## config.mk

```make
export PLATFORM = sky130hd
export DESIGN_NAME = clock_div_gen
export DESIGN_NICKNAME = d
export VERILOG_FILES = /design/src/rtl/clock_div_pkg.sv /design/src/rtl/clock_div_phase_ctr.sv /design/src/rtl/clock_div_gen.sv
export SDC_FILE = /design/constraint.sdc
export NUM_CORES = 1
export LEC_CHECK = 0
export BUFFER_PORTS_ARGS = -buffer_cell sky130_fd_sc_hd__buf_2
export CAP_MARGIN = 20
export CORE_ASPECT_RATIO = 0.6
export CORE_MARGIN = 3
export CORE_UTILIZATION = 40
export DETAILED_ROUTE_END_ITERATION = 6
export SYNTH_ARGS = -nofsm -noshare
export SYNTH_HDL_FRONTEND = slang
export SYNTH_SLANG_ARGS = --single-unit
```

## constraint.sdc

```tcl
create_clock -name clock -period 4.4 [get_ports clock]
set_input_delay 0.44 -clock clock [delete_from_list [all_inputs] [get_ports clock]]
set_output_delay 0.44 -clock clock [all_outputs]
set_load 0.01 [all_outputs]
```

## src/rtl/clock_div_pkg.sv

```systemverilog
// clock_div_pkg: shared FSM state, reset period and period legalization.
// Defining CLOCK_DIV_GEN_ODD_EN keeps odd periods instead of rounding them up.
package clock_div_pkg;
  typedef enum logic [1:0] {STOP, HIGH, LOW} divState;
  localparam int unsigned DEFAULT_RESET_PERIOD = 2;
  function automatic logic [31:0] legalize_period(input logic [31:0] p, input int unsigned width);
    logic [31:0] maxVal;
    maxVal = 32'hFFFF_FFFF >> (32 - width);
    if (p < 32'd2) return 32'd2;
`ifndef CLOCK_DIV_GEN_ODD_EN
    if (p[0]) return (p == maxVal) ? p - 32'd1 : p + 32'd1;
`endif
    return p;
  endfunction
endpackage

```

## src/rtl/clock_div_phase_ctr.sv

```systemverilog
// clock_div_phase_ctr: loadable phase down-counter; last is high in the final cycle of a phase.
module clock_div_phase_ctr #(
  parameter int WIDTH = 8
) (
  input  logic             clock,
  input  logic             reset,
  input  logic             loadHigh,
  input  logic             loadLow,
  input  logic [WIDTH-1:0] highLen,
  input  logic [WIDTH-1:0] lowLen,
  output logic             last
);
  logic [WIDTH-1:0] count;
  always_ff @(posedge clock) begin
    if (reset) count <= '0;
    else if (loadHigh) count <= highLen - WIDTH'(1);
    else if (loadLow) count <= lowLen - WIDTH'(1);
    else if (count != '0) count <= count - WIDTH'(1);
  end
  assign last = count == '0;
endmodule

```

## src/rtl/clock_div_gen.sv

```systemverilog
// clock_div_gen: programmable glitch-free clock divider with period handshake.
// Odd periods are honoured only when CLOCK_DIV_GEN_ODD_EN is defined.
module clock_div_gen
  import clock_div_pkg::*;
#(
  parameter int WIDTH        = 8,
  parameter int RESET_PERIOD = DEFAULT_RESET_PERIOD
) (
  input  logic             clock,
  input  logic             reset,
  input  logic             enable,
  input  logic             period_valid,
  output logic             period_ready,
  input  logic [WIDTH-1:0] period_bits,
  output logic             clock_out,
  output logic             active,
  output logic             rise
);
  localparam logic [WIDTH-1:0] RESET_LEGAL = WIDTH'(legalize_period(32'(RESET_PERIOD), WIDTH));
  divState state;
  logic [WIDTH-1:0] curPeriod, pending, nextPeriod, legalBits, highLen, lowLen;
  logic pendValid, last, startHigh, startLow;
  assign legalBits = WIDTH'(legalize_period(32'(period_bits), WIDTH));
  // a period starting this edge takes the pending value if one is waiting
  assign nextPeriod = pendValid ? pending : curPeriod;
`ifdef CLOCK_DIV_GEN_ODD_EN
  assign highLen = (nextPeriod >> 1) + WIDTH'(nextPeriod[0]);
`else
  assign highLen = nextPeriod >> 1;
`endif
  assign lowLen = curPeriod >> 1;
  assign period_ready = !pendValid;
  assign startHigh = enable && (state == STOP || (state == LOW && last));
  assign startLow = state == HIGH && last;
  clock_div_phase_ctr #(.WIDTH(WIDTH)) phaseCtr (
    .clock(clock),
    .reset(reset),
    .loadHigh(startHigh),
    .loadLow(startLow),
    .highLen(highLen),
    .lowLen(lowLen),
    .last(last)
  );
  always_ff @(posedge clock) begin
    if (reset) begin
      state <= STOP;
      clock_out <= 1'b0;
      active <= 1'b0;
      rise <= 1'b0;
      pendValid <= 1'b0;
      pending <= '0;
      curPeriod <= RESET_LEGAL;
    end else begin
      rise <= startHigh;
      if (period_valid && !pendValid) begin
        pending <= legalBits;
        pendValid <= 1'b1;
      end
      if (startHigh) begin
        state <= HIGH;
        clock_out <= 1'b1;
        active <= 1'b1;
        if (pendValid) begin
          curPeriod <= pending;
          pendValid <= 1'b0;
        end
      end else if (startLow) begin
        state <= LOW;
        clock_out <= 1'b0;
      end else if (state == LOW && last) begin
        state <= STOP;
        active <= 1'b0;
      end
    end
  end
endmodule
```

==> out/metrics.cfg <==
[flow_run]
cap_violations = 0

[sta]
skew_ns = 0.00788
hold_viol = 0
finalSetupViolCount = 0
maxSlewHeadroom = 0.302
period_minus_slack_ns = 3.01
setup_slack_ns = 1.39
rsz0062_at_grt = no
fin_crit_sh = 0.685
tightest_slew_ns = 1.03
fmax_mhz = 332
final.setup.tns_ns = 0
final-max-slew-violation-count = 0
hold_ws_ns = 0.436

[cts]
ctsHoldBuffers = 0
cts_made_buffers = 3
cts-root-buf = clkbuf_8
cts_tree = built
cts_setup_buffers = 0
clk_path_buf_depth = 2
clock-sinks = 28
cts_resized = 0
path_clk_slew_ns = 0.09
cts_htree_levels = 1
clk_latency_ns = 0.27

[critical_path]
crit_path_frequent_cell = a21o_1
crit_arrival_ns = 3.19
critPathLaunchType = primary input
cp_slowest_stage_delay_ns = 0.46
path_max_fanout = 12
cp-end-kind = flip-flop
crit_path_top_delay_cell = a2111oi_0
worst_ep_required_time_ns = 4.58
path_cells = buf_2 > nand4_1 > nor2_1 > ha_1 > a21o_1 > a21o_1 > a2111oi_0 > nor3_1 > xor2_1 > mux2_2 > a22o_1
crit_type = primary input to flip-flop

[synthesis]
synthCells = 181
synth_cell_types = 47
synth_top_area_frac = 0.348
synth_largest_area_cell = dfxtp_1
syn_nets = 200
syn_area_um2 = 1610
ys_seq_area_frac = 0.348
synthTopCellsByArea = dfxtp_1, nor2_1, mux2i_1, ha_1, o221ai_2
synth.ff_latch_count = 28
ys_warn_count = 0
avgSynthCellArea_um2 = 8.90

[global_routing]
gr-total-overflow = 0
grtUsageMet2 = 0.239
grtUsageMet1 = 0.237
grt_pass1_vias = 1236
antenna_found_initial = 0
grt_util_met3 = 0.0355
grt.busiest_layer = met2
grt_max_degree = 22
grt_first_pass_wirelength_um = 5880
grt_use_total = 0.161

[placed_design]
place_congestion = 0.899
portBuffers = 15
post-dp-hpwl_um = 2750
place_ws_ns = 1.12

[drt]
drt_iter0_markers = 73
via_per_inst = 5.42
ant_nets = 0
routed_wl_um = 3420
route.detailed.drc = 0
vias = 1306
firstDrtPassIters = 4
wire_per_inst_um = 14.2

[power_and_ir_drop]
internal-power_mw = 0.543
seqPwrFrac = 0.369
clkPwrFrac = 0.153
peakVddDrop_uv = 245
comb_power_share = 0.478
switching_share = 0.386
power.switching_mw = 0.342
pwr_density_cell_nw_per_um2 = 500
p_leak_nw = 0.767

[floorplanning]
rows = 17
initial_core_util = 0.428
die_area_um2 = 4850
core_um2 = 3760
die_y_um = 55.2
io_pins = 16
fp.dieW_um = 87.9

[final_layout]
antenna_cells = 0
final_nets = 215
drive_gt1_frac = 0.180
area_growth_pct = 9.63

[min_path]
worstHoldPathType = primary input to flip-flop

[outcome]
outcome = finished, final reports clean

-- cell families (layout without fill, tap and decap cells) --
group / Yosys count / after routing / share of synthesized area
compound gates: 40 / 40 / 0.206
xor+xnor: 8 / 8 / 0.0435
fa+ha+maj: 7 / 7 / 0.0543
buf+inv: 7 / 20 / 0.0171
flops: 28 / 28 / 0.348
mux: 12 / 12 / 0.0792
simple gates: 79 / 79 / 0.252
-- final timing paths --
kind / from / endpoint / slack, ns / cells after the start
hold reg to reg: clock_out / clock_out / 0.51 / 2
setup reg to reg: phaseCtr.count[3] / phaseCtr.count[7] / 1.55 / 7
setup / recovery: period_bits[0] / pending[6] / 1.39 / 11
hold / removal: period_valid / pendValid / 0.44 / 3
-- metal layers --
metal  wire, µm  vias to the layer above  share of wire
met1       1920                      602           0.56
met3        161                        4          0.047
met4         24                        0         0.0070
li1           -                      676              -
met5          0                        -              0
met2       1310                       24           0.38
-- stage by stage --
step	utilization	total power, mW	area, µm²	instances
6_report	0.469	0.884	1770	241
5_1_grt	0.469	0.955	1770	241
2_1_floorplan	-	0.669	1610	181
3_3_place_gp	0.458	0.747	1730	238
4_1_cts	0.469	0.894	1770	241
3_5_place_dp	0.458	0.757	1730	238
-- placed cells by master (no fill, tap or decap), types with 2 or more instances in the layout --
cell type | netlist | layout
nor2_1 | 37 | 37
dfxtp_1 | 28 | 28
buf_2 | 1 | 15
nand2_1 | 13 | 13
a21oi_1 | 11 | 11
mux2i_1 | 9 | 9
ha_1 | 7 | 7
o221ai_2 | 5 | 5
nor3_1 | 4 | 4
xor2_1 | 4 | 4
xnor2_1 | 4 | 4
o21ai_0 | 4 | 4
nor2b_1 | 3 | 3
a21o_1 | 3 | 3
nand3_1 | 3 | 3
clkbuf_8 | 0 | 3
inv_1 | 2 | 2
or4_4 | 2 | 2
nand2b_1 | 2 | 2
a211o_1 | 2 | 2
nor3b_1 | 2 | 2
nand4_1 | 2 | 2
mux2_2 | 2 | 2
a22o_1 | 2 | 2
o21ai_1 | 2 | 2
a211oi_1 | 2 | 2
-- cell type report --
| class | count | area, µm² |
|---|---|---|
| Sequential cell | 28 | 561 |
| Clock buffer | 3 | 41.3 |
| Timing Repair Buffer | 15 | 75.1 |
| Fill cell | 353 | 2000 |
| Inverter | 2 | 7.51 |
| Multi-Input combinational cell | 146 | 1020 |
| Tap cell | 47 | 58.8 |
-- critical path, delay by kind of cell --
family                   cells  cell delay, ns
AND/OR/NAND/NOR              3            0.67
buffers and inverters        1            0.23
XOR/XNOR                     1            0.16
AO/OA/AOI/OAI                4            1.08
adder cells (fa/ha/maj)      1            0.34
multiplexers                 1            0.27
-- cell usage after synthesis (all sizes together) --
master,number
nand3b,1
a21o,3
inv,2
nor2b,3
mux2,3
or3,1
a31o,1
o221a,1
nand3,4
dfxtp,28
mux2i,9
nor3b,2
nor3,5
a31oi,2
a211o,2
and2b,1
nand2,13
buf,1
a22o,2
xnor2,4
a211oi,2
clkbuf,4
and2,1
or2,3
a2bb2oi,1
nand4,2
ha,7
xor2,4
or3b,1
o41ai,1
a2111oi,1
nor2,37
o21ai,7
nand2b,2
or4,3
o221ai,6
a21oi,11
-- flip-flops by register name, indices dropped and copies added (netlist names) --
name and count:
phaseCtr.count 8, curPeriod 7, pending 7, state 2
active 1, clock_out 1, pendValid 1, rise 1
-- power by group through the flow --
stage               Sequential, mW  Clock [mW]  Combinational [mW]
CTS                          0.327       0.143               0.425
global placement             0.332           0               0.415
finish                       0.326       0.135               0.423
floorplan                    0.327           0               0.342
global route                 0.332       0.153               0.470
detailed placement           0.332           0               0.425
Power figures use the tool's default switching activity.
